**config.mk**
```make
export PLATFORM = sky130hd
export DESIGN_NAME = dmem_port_ctrl
export DESIGN_NICKNAME = d
export VERILOG_FILES = /design/src/rtl/dmem_port_ctrl.sv
export SDC_FILE = /design/constraint.sdc
export NUM_CORES = 1
export LEC_CHECK = 0
export ABC_AREA = 1
export CAP_MARGIN = 20
export CORE_ASPECT_RATIO = 2
export CORE_UTILIZATION = 47
export DETAILED_ROUTE_END_ITERATION = 7
export PLACE_DENSITY = 0.86
export SYNTH_ARGS = -nofsm -noshare
export SYNTH_HDL_FRONTEND = slang
export SYNTH_SLANG_ARGS = --single-unit
```
**constraint.sdc**
```tcl
create_clock -name clk -period 5.1 [get_ports clk]
set_clock_uncertainty 0.2 [all_clocks]
set_input_delay 1.02 -clock clk [delete_from_list [all_inputs] [get_ports clk]]
set_output_delay 1.02 -clock clk [all_outputs]
set_load 0.02 [all_outputs]
```
**src/rtl/dmem_port_ctrl.sv**
```systemverilog
// dmem_port_ctrl: data-memory port between the MIPS MEM stage and a word-wide
// synchronous RAM. Handles byte/half/word loads and stores with byte enables,
// load sign/zero extension and a req/ack handshake that stalls the CPU.
// Misaligned, out-of-range or malformed requests are flagged on cpu_err instead
// of being issued to memory.
// Optional feature: define DMEM_TIMEOUT_EN to abort a BUSY access after TIMEOUT
// cycles without mem_ack (cpu_err pulse, cpu_rdata = 0).
module dmem_port_ctrl #(
   parameter int ADDR_W  = 8,
   parameter int TIMEOUT = 16
) (
   input  logic              clk,
   input  logic              rst_n,
   input  logic [31:0]       cpu_addr,
   input  logic [31:0]       cpu_wdata,
   input  logic              cpu_read,
   input  logic              cpu_write,
   input  logic [1:0]        cpu_size,
   input  logic              cpu_unsigned,
   output logic [31:0]       cpu_rdata,
   output logic              cpu_stall,
   output logic              cpu_err,
   output logic [ADDR_W-1:0] mem_addr,
   output logic              mem_read_en,
   output logic              mem_write_en,
   output logic [3:0]        mem_be,
   output logic [31:0]       mem_write_val,
   input  logic [31:0]       mem_read_val,
   input  logic              mem_ack
);

   typedef enum logic [1:0] {
      ST_IDLE = 2'd0,
      ST_BUSY = 2'd1,
      ST_DONE = 2'd2
   } state_t;

   state_t            state_q, state_d;
   logic [ADDR_W-1:0] mem_addr_q, mem_addr_d;
   logic              mem_read_en_q, mem_read_en_d;
   logic              mem_write_en_q, mem_write_en_d;
   logic [3:0]        mem_be_q, mem_be_d;
   logic [31:0]       mem_write_val_q, mem_write_val_d;
   logic [31:0]       cpu_rdata_q, cpu_rdata_d;
   logic              cpu_err_q, cpu_err_d;
   // Access shape kept for the lane select when read data returns
   logic [1:0]        lane_q, lane_d;
   logic [1:0]        size_q, size_d;
   logic              unsigned_q, unsigned_d;

   logic              req;
   logic              acc_err;
   logic              range_err;
   logic              stall_raw;
   logic [3:0]        be_calc;
   logic [31:0]       wval_calc;
   logic [7:0]        load_byte;
   logic [15:0]       load_half;
   logic [31:0]       load_ext;
   logic              timeout_hit;

   assign req       = cpu_read | cpu_write;
   // Any address bit above the implemented word space makes the access illegal
   assign range_err = (cpu_addr >> (ADDR_W + 2)) != 32'd0;

   // Classify the incoming request as legal or not
   always_comb begin
      acc_err = 1'b0;
      if (cpu_read & cpu_write)                        acc_err = 1'b1;
      if (cpu_size == 2'b11)                           acc_err = 1'b1;
      if ((cpu_size == 2'b01) && cpu_addr[0])          acc_err = 1'b1;
      if ((cpu_size == 2'b10) && (cpu_addr[1:0] != 2'b00)) acc_err = 1'b1;
      if (range_err)                                   acc_err = 1'b1;
   end

   // Byte enables and lane-replicated store data for the incoming request
   always_comb begin
      be_calc   = 4'b0000;
      wval_calc = cpu_wdata;
      case (cpu_size)
         2'b00: begin
            be_calc   = 4'b0001 << cpu_addr[1:0];
            wval_calc = {4{cpu_wdata[7:0]}};
         end
         2'b01: begin
            be_calc   = cpu_addr[1] ? 4'b1100 : 4'b0011;
            wval_calc = {2{cpu_wdata[15:0]}};
         end
         2'b10: begin
            be_calc   = 4'b1111;
            wval_calc = cpu_wdata;
         end
         default: begin
            be_calc   = 4'b0000;
            wval_calc = cpu_wdata;
         end
      endcase
   end

   // Select the addressed lane of the returned word and extend it
   always_comb begin
      load_byte = mem_read_val[{lane_q, 3'b000} +: 8];
      load_half = lane_q[1] ? mem_read_val[31:16] : mem_read_val[15:0];
      case (size_q)
         2'b00:   load_ext = {{24{~unsigned_q & load_byte[7]}}, load_byte};
         2'b01:   load_ext = {{16{~unsigned_q & load_half[15]}}, load_half};
         default: load_ext = mem_read_val;
      endcase
   end

`ifdef DMEM_TIMEOUT_EN
   localparam int CNT_W = (TIMEOUT > 1) ? $clog2(TIMEOUT) : 1;

   logic [CNT_W-1:0] busy_cnt_q, busy_cnt_d;

   assign timeout_hit = (busy_cnt_q == CNT_W'(TIMEOUT - 1));

   // BUSY cycle counter: cleared on BUSY entry, advances while waiting for ack
   always_comb begin
      busy_cnt_d = busy_cnt_q;
      if (state_q == ST_IDLE) begin
         busy_cnt_d = '0;
      end else if ((state_q == ST_BUSY) && !mem_ack && !timeout_hit) begin
         busy_cnt_d = busy_cnt_q + 1'b1;
      end
   end

   // BUSY cycle counter register
   always_ff @(posedge clk or negedge rst_n) begin
      if (!rst_n) begin
         busy_cnt_q <= '0;
      end else begin
         busy_cnt_q <= busy_cnt_d;
      end
   end
`else
   logic unused_timeout;

   // Without the watchdog a BUSY access waits for mem_ack indefinitely
   assign timeout_hit    = 1'b0;
   assign unused_timeout = (TIMEOUT < 0);
`endif

   // Next-state and registered-output logic of the access FSM
   always_comb begin
      state_d         = state_q;
      mem_addr_d      = mem_addr_q;
      mem_read_en_d   = mem_read_en_q;
      mem_write_en_d  = mem_write_en_q;
      mem_be_d        = mem_be_q;
      mem_write_val_d = mem_write_val_q;
      cpu_rdata_d     = cpu_rdata_q;
      cpu_err_d       = 1'b0;
      lane_d          = lane_q;
      size_d          = size_q;
      unsigned_d      = unsigned_q;
      stall_raw       = 1'b0;
      case (state_q)
         ST_IDLE: begin
            stall_raw = req & ~acc_err;
            if (req && acc_err) begin
               cpu_err_d = 1'b1;
            end else if (req) begin
               mem_addr_d      = cpu_addr[ADDR_W+1:2];
               mem_be_d        = be_calc;
               mem_write_val_d = wval_calc;
               mem_read_en_d   = cpu_read;
               mem_write_en_d  = cpu_write;
               lane_d          = cpu_addr[1:0];
               size_d          = cpu_size;
               unsigned_d      = cpu_unsigned;
               state_d         = ST_BUSY;
            end
         end
         ST_BUSY: begin
            stall_raw = 1'b1;
            if (mem_ack) begin
               mem_read_en_d  = 1'b0;
               mem_write_en_d = 1'b0;
               if (mem_read_en_q) begin
                  cpu_rdata_d = load_ext;
               end
               state_d = ST_DONE;
            end else if (timeout_hit) begin
               mem_read_en_d  = 1'b0;
               mem_write_en_d = 1'b0;
               cpu_rdata_d    = 32'd0;
               cpu_err_d      = 1'b1;
               state_d        = ST_DONE;
            end
         end
         ST_DONE: begin
            // Requests still asserted here belong to the access just completed
            state_d = ST_IDLE;
         end
         default: begin
            state_d = ST_IDLE;
         end
      endcase
   end

   // State and registered memory/CPU outputs
   always_ff @(posedge clk or negedge rst_n) begin
      if (!rst_n) begin
         state_q         <= ST_IDLE;
         mem_addr_q      <= '0;
         mem_read_en_q   <= 1'b0;
         mem_write_en_q  <= 1'b0;
         mem_be_q        <= 4'b0000;
         mem_write_val_q <= 32'd0;
         cpu_rdata_q     <= 32'd0;
         cpu_err_q       <= 1'b0;
         lane_q          <= 2'b00;
         size_q          <= 2'b00;
         unsigned_q      <= 1'b0;
      end else begin
         state_q         <= state_d;
         mem_addr_q      <= mem_addr_d;
         mem_read_en_q   <= mem_read_en_d;
         mem_write_en_q  <= mem_write_en_d;
         mem_be_q        <= mem_be_d;
         mem_write_val_q <= mem_write_val_d;
         cpu_rdata_q     <= cpu_rdata_d;
         cpu_err_q       <= cpu_err_d;
         lane_q          <= lane_d;
         size_q          <= size_d;
         unsigned_q      <= unsigned_d;
      end
   end

   // Stall is forced low while reset is held so the pipeline is released at once
   assign cpu_stall     = stall_raw & rst_n;
   assign cpu_rdata     = cpu_rdata_q;
   assign cpu_err       = cpu_err_q;
   assign mem_addr      = mem_addr_q;
   assign mem_read_en   = mem_read_en_q;
   assign mem_write_en  = mem_write_en_q;
   assign mem_be        = mem_be_q;
   assign mem_write_val = mem_write_val_q;

endmodule

```
==> results of run 1 <==
==> per-stage QoR <==
| stage | utilization | setup WS (ps) | instances |
|---|---|---|---|
| floorplan | - | 1670 | 616 |
| global placement | 0.683 | 942 | 879 |
| detailed placement | 0.683 | 935 | 879 |
| CTS | 0.715 | 907 | 894 |
| global route | 0.718 | 821 | 895 |
| finish | 0.718 | 919 | 895 |
==> kinds of logic after synthesis <==
| group | after synthesis | share of synthesized area |
|---|---|---|
| AND/OR/NAND/NOR | 271 | 0.253 |
| buffers and inverters | 132 | 0.120 |
| AO/OA/AOI/OAI | 126 | 0.152 |
| flip-flops | 86 | 0.473 |
| multiplexers | 1 | 0.00220 |
==> registers in the layout, indices dropped and copies added, names as in the netlist <==
signal and flops:
mem_read_en 1, mem_be 4, state_q 2, unsigned_q 1, mem_addr 8, cpu_rdata 32
mem_write_val 32, mem_write_en 1, lane_q 2, cpu_err 1, size_q 2
==> power groups by stage <==
stage | logic (mW) | clock network [mW] | registers, mW
after global routing | 0.221 | 0.724 | 0.696
after detailed placement | 0.202 | 0 | 0.708
final | 0.204 | 0.686 | 0.696
after global placement | 0.199 | 0 | 0.708
after CTS | 0.203 | 0.695 | 0.696
after floorplan | 0.0572 | 0 | 0.718
==> how the worst max path moves through the flow <==
stage	start	end	depth (start not counted)
detailed placement	cpu_size[0]	cpu_stall	9
global placement	cpu_size[0]	cpu_stall	9
floorplan	cpu_addr[13]	cpu_stall	6
CTS	cpu_size[0]	cpu_stall	9
finish	cpu_size[0]	cpu_stall	9
global route	cpu_size[0]	cpu_stall	9
==> layer usage <==
layer / global-route usage / routed length (um)
met4: 0.190 / 897
met3: 0.0500 / 955
met2: 0.517 / 7380
met1: 0.302 / 4900
met5: 0 / 0
==> synth_stat cells, types with 4 or more instances <==
cell type,instances
nand2_1,161
clkbuf_1,16
buf_2,9
nand4_1,21
a21oi_1,66
nand3b_1,8
inv_1,97
a221oi_1,7
dfrtp_1,86
o21ai_1,21
o211ai_1,7
a31oi_1,4
o21ai_0,17
nor2_1,64
nand3_1,9
buf_6,4
==> worst max-delay path: stages <==
cell	delay (ps)
clkdlybuf4s50_1	520
nand2_1	120
nand3_1	120
inv_1	80
nand3_1	100
nor2_4	120
nand3b_1	90
a21oi_1	150
clkdlybuf4s50_1	630
==> layout make-up <==
class,count,area [sq um],area share
timing repair buffer,192,1920,0.284
tap,104,130,0.0193
sequential,86,2150,0.319
multi-input combinational,398,1850,0.275
inverter,100,380,0.0565
clock buffer,11,233,0.0345
clock inverter,4,72.6,0.0108
==> flow_metrics.env, run 1 <==
export IMPL_status="complete, no violations"
export IMPL_clock_fmax_mhz=239
export IMPL_globalRouteOverflowTotal=0
export IMPL_cts_tree="done"
export IMPL_rows=50
export IMPL_yosysTopAreaCellShare=0.473
export IMPL_totalWireLength_mm=14.1
export IMPL_tightestPinTransition_ps=840
export IMPL_first_pass_iters=5
export IMPL_ant_nets=0
export IMPL_finalCritPeriodShare=0.820
export IMPL_powerDensity_nw_per_um2=235
export IMPL_syn_area_sq_um=4550
export IMPL_worstSetupEndpointType="primary output"
export IMPL_die_height_um=141
export IMPL_clk_pin_slew_worst_paths_ps=60
export IMPL_die_area_sq_um=10100
export IMPL_slew_viol_final=0
export IMPL_grt_pass1_wl_mm=22.3
export IMPL_clk_latency_ps=340
export IMPL_final_cell_mix="clkdlybuf4s50_1, nand2_1, inv_1, dfrtp_1, a21oi_1"
export IMPL_clkPwrFrac=0.433
export IMPL_h_tree_depth=3
export IMPL_ff2ff_setup_slack_ps=2460
export IMPL_hpwl_mm=10.5
export IMPL_fp_coreArea_sq_um=9380
export IMPL_dr_total_vias=4863
export IMPL_critical_path_max_fanout=5
export IMPL_async_flop_share=1.00
export IMPL_yosysTopAreaCell="dfrtp_1"
export IMPL_cts_sinks=86
export IMPL_synthesis_nets=720
export IMPL_gp_congestion=0.952
export IMPL_fill_cells=727
export IMPL_synthTopCellsByArea="dfrtp_1, nand2_1, inv_1"
export IMPL_power_switching_uw=362
export IMPL_min_delay_start="mem_write_en$_DFFE_PN0P_"
export IMPL_cts_max_path_buffers=2
export IMPL_antenna_found_initial=0
export IMPL_postSynthCellCount=616
export IMPL_cts_repair_resized=0
export IMPL_reg2reg_depth=5
export IMPL_post_cts_buffers=0
export IMPL_num_antenna_cells=0
export IMPL_finish_instance_area_sq_um=6740
export IMPL_rr_startpoint="lane_q[1]$_DFFE_PN0P_"
export IMPL_r2r_end="cpu_rdata[21]$_DFFE_PN0P_"
export IMPL_syn2layout_area_growth_pct=48.1
export IMPL_grt_max_degree=79
export IMPL_synth_edf_count=0
export IMPL_finalPower_mw=1.59
export IMPL_synth_warnings=0
export IMPL_synth_avg_cell_area_sq_um=7.39
export IMPL_ir_worst_vdd_mv=0.161
export IMPL_layout_nets=891
export IMPL_required_ps=3880
export IMPL_tns_ps=0
export IMPL_grt_use_total=0.289
export IMPL_slew_headroom=0.440
export IMPL_port_buffers=183
export IMPL_drt_iter0_drc=374
export IMPL_post_dp_cell_area_sq_um=6400
export IMPL_drive_above_1_share=0.0442
export IMPL_grt_pass1_vias=4746
export IMPL_finalHoldViolCount=0
export IMPL_setup_viol=0
export IMPL_rsz0062_at_grt="no"
export IMPL_critPathKind="in -> out"
export IMPL_maxCapViolations=0
export IMPL_critPathArrivalTime_ps=2960
export IMPL_p_comb_frac=0.128
export IMPL_fin_hold_ws_ps=278
export IMPL_hold_path_endpoint="mem_write_en$_DFFE_PN0P_"
export IMPL_die_width_um=71.6
export IMPL_holdBufCountCts=0
export IMPL_internal_power_mw=1.22
export IMPL_layout_commonest_cell="clkdlybuf4s50_1"
export IMPL_wl_per_cell_um=15.8
export IMPL_synth_ff_type="dfrtp_1"
export IMPL_power_leakage_nw=3.34
export IMPL_cts_root_buf="clkbuf_16"
export IMPL_initial_core_util=0.485
export IMPL_cts_buffers=9
export IMPL_hp_class="reg -> reg"
export IMPL_route_detailed_drc=0
export IMPL_p_sw_frac=0.228
export IMPL_vias_per_cell=5.43
export IMPL_ys_seq_elements=86
export IMPL_synth_cell_type_count=31
export IMPL_pwr_share_seq=0.439
export IMPL_hold_path_cell_count=2
export IMPL_yosysSeqAreaShare=0.473
export IMPL_io_pins=184
export IMPL_final_period_minus_worst_setup_slack_ps=4180
export IMPL_critPathLaunchType="input pin"
No activity file was read; power rests on OpenSTA's default activity.
==> inputs of run 2 (changes only) <==
--- a/config.mk
+++ b/config.mk
@@ -8,9 +8,9 @@
 export ABC_AREA = 1
 export CAP_MARGIN = 20
 export CORE_ASPECT_RATIO = 2
-export CORE_UTILIZATION = 47
+export CORE_UTILIZATION = 44
 export DETAILED_ROUTE_END_ITERATION = 7
-export PLACE_DENSITY = 0.86
+export PLACE_DENSITY = 0.81
 export SYNTH_ARGS = -nofsm -noshare
 export SYNTH_HDL_FRONTEND = slang
 export SYNTH_SLANG_ARGS = --single-unit
==> constraint.sdc (replaced) <==
create_clock -name clk -period 4 [get_ports clk]
set_clock_uncertainty 0.2 [all_clocks]
set_input_delay 0.8 -clock clk [delete_from_list [all_inputs] [get_ports clk]]
set_output_delay 0.8 -clock clk [all_outputs]
set_load 0.02 [all_outputs]
==> run 2 against run 1 <==
Cell count increased by 3.6%. Design area rose by 0.45%. Flip-flop and latch count unchanged. Die area rose by 6.7%. Setup slack got worse by 600 ps. Hold slack improved by 4.9 ps. Non-clock buffer count up 1. Register-to-register slack worse by 1200 ps. Via count decreased by 1.4%. Clock-buffer cell count down 1. Core utilization decreased by 4.7 points. Critical path type unchanged. Highest routed layer unchanged.
==> flow_metrics.env, run 2 (synthesized netlist as in run 1, its figures left out) <==
export IMPL_finish_instance_area_sq_um=6770
export IMPL_initial_core_util=0.451
export IMPL_p_sw_frac=0.237
export IMPL_gp_congestion=0.909
export IMPL_p_comb_frac=0.139
export IMPL_dr_total_vias=4797
export IMPL_maxCapViolations=0
export IMPL_cts_sinks=86
export IMPL_clk_latency_ps=330
export IMPL_num_antenna_cells=0
export IMPL_cts_repair_resized=0
export IMPL_antenna_found_initial=0
export IMPL_syn2layout_area_growth_pct=48.7
export IMPL_post_dp_cell_area_sq_um=6460
export IMPL_worstSetupEndpointType="primary output"
export IMPL_globalRouteOverflowTotal=0
export IMPL_ff2ff_setup_slack_ps=1300
export IMPL_critPathArrivalTime_ps=2680
export IMPL_min_delay_start="cpu_rdata[11]$_DFFE_PN0P_"
export IMPL_finalPower_mw=1.88
export IMPL_holdBufCountCts=0
export IMPL_rows=52
export IMPL_r2r_end="cpu_rdata[25]$_DFFE_PN0P_"
export IMPL_clock_fmax_mhz=272
export IMPL_die_width_um=73.9
export IMPL_final_period_minus_worst_setup_slack_ps=3680
export IMPL_setup_ws_ps=319
export IMPL_clkPwrFrac=0.388
export IMPL_vias_per_cell=5.17
export IMPL_powerDensity_nw_per_um2=278
export IMPL_ir_worst_vdd_mv=0.273
export IMPL_hold_path_cell_count=2
export IMPL_place_ws_ps=304
export IMPL_status="complete, no violations"
export IMPL_hp_class="reg -> reg"
export IMPL_grt_pass1_wl_mm=22.5
export IMPL_cts_tree="done"
export IMPL_totalWireLength_mm=14.2
export IMPL_drive_above_1_share=0.0467
export IMPL_post_cts_buffers=0
export IMPL_cts_max_path_buffers=2
export IMPL_rr_startpoint="lane_q[1]$_DFFE_PN0P_"
export IMPL_setup_viol=0
export IMPL_finalHoldViolCount=0
export IMPL_critical_path_max_fanout=5
export IMPL_tightestPinTransition_ps=816
export IMPL_grt_pass1_vias=4726
export IMPL_cts_root_buf="clkbuf_16"
export IMPL_route_detailed_drc=0
export IMPL_internal_power_mw=1.43
export IMPL_layout_nets=892
export IMPL_critPathLaunchType="input pin"
export IMPL_slew_viol_final=0
export IMPL_required_ps=3000
export IMPL_io_pins=184
export IMPL_placed_cells=910
export IMPL_die_area_sq_um=10800
export IMPL_fin_cells=927
export IMPL_multi_input_area_sq_um=1850
export IMPL_pwr_share_seq=0.473
export IMPL_fp_coreArea_sq_um=10100
export IMPL_fill_cells=856
export IMPL_power_leakage_nw=3.34
export IMPL_rsz0062_at_grt="no"
export IMPL_slew_headroom=0.456
export IMPL_power_switching_uw=446
export IMPL_clk_pin_slew_worst_paths_ps=60
export IMPL_wl_per_cell_um=15.3
export IMPL_ant_nets=0
export IMPL_die_height_um=146
export IMPL_h_tree_depth=3
export IMPL_hold_path_endpoint="cpu_rdata[11]$_DFFE_PN0P_"
export IMPL_cts_buffers=9
export IMPL_grt_max_degree=87
export IMPL_first_pass_iters=5
export IMPL_seq_area_sq_um=2150
export IMPL_grt_use_total=0.276
export IMPL_critPathKind="in -> out"
export IMPL_port_buffers=183
export IMPL_reg2reg_depth=5
export IMPL_final_cell_mix="clkdlybuf4s50_1, nand2_1, inv_1, dfrtp_1, a21oi_1"
export IMPL_drt_iter0_drc=336
export IMPL_layout_commonest_cell="clkdlybuf4s50_1"
export IMPL_hpwl_mm=10.8
export IMPL_finalCritPeriodShare=0.920
export IMPL_tns_ps=0
## run 2: cell type report
type	count	share of cell area
flip-flops and latches	86	0.318
repair buffers	193	0.289
multi-input cells	398	0.274
inverters	100	0.0562
clock buffers	10	0.0338
well taps	135	0.0250
clock inverters	5	0.00407
## run 2: worst max path at each step
| stage | startpoint | end | cells after the start |
|---|---|---|---|
| after floorplan | cpu_addr[13] | cpu_stall | 6 |
| after global placement | cpu_size[0] | cpu_stall | 9 |
| after detailed placement | cpu_size[0] | cpu_stall | 9 |
| after CTS | cpu_size[0] | cpu_stall | 9 |
| after global routing | cpu_size[0] | cpu_stall | 9 |
| final | cpu_size[0] | cpu_stall | 9 |
## run 2: metrics by stage
stage | utilization | hold WS [ps]
finish | 0.671 | 283
global route | 0.671 | 307
CTS | 0.666 | 283
detailed placement | 0.640 | 266
global placement | 0.640 | 264
floorplan | - | 281
## run 2: power groups by stage
stage | Sequential [mW] | Combinational (mW) | Clock, mW
after floorplan | 0.916 | 0.0730 | 0
after global placement | 0.903 | 0.252 | 0
after detailed placement | 0.903 | 0.256 | 0
after CTS | 0.888 | 0.258 | 0.749
after global routing | 0.888 | 0.283 | 0.785
final | 0.888 | 0.261 | 0.729
## run 2: metal layers
| metal | wire length (um) | vias to the layer above | global-route usage |
|---|---|---|---|
| li1 | - | 2295 | - |
| met1 | 4770 | 2220 | 0.283 |
| met2 | 7830 | 231 | 0.484 |
| met3 | 821 | 51 | 0.0582 |
| met4 | 782 | 0 | 0.173 |
| met5 | 0 | - | 0 |
## run 2: critical path, cell delays in order
cell and delay, ps:
clkdlybuf4s50_1 520, nand2_1 150, nand3_1 100, inv_1 60, nand3_1 100, nor2_4 110, nand3b_1 70, a21oi_1 140
clkdlybuf4s50_1 630
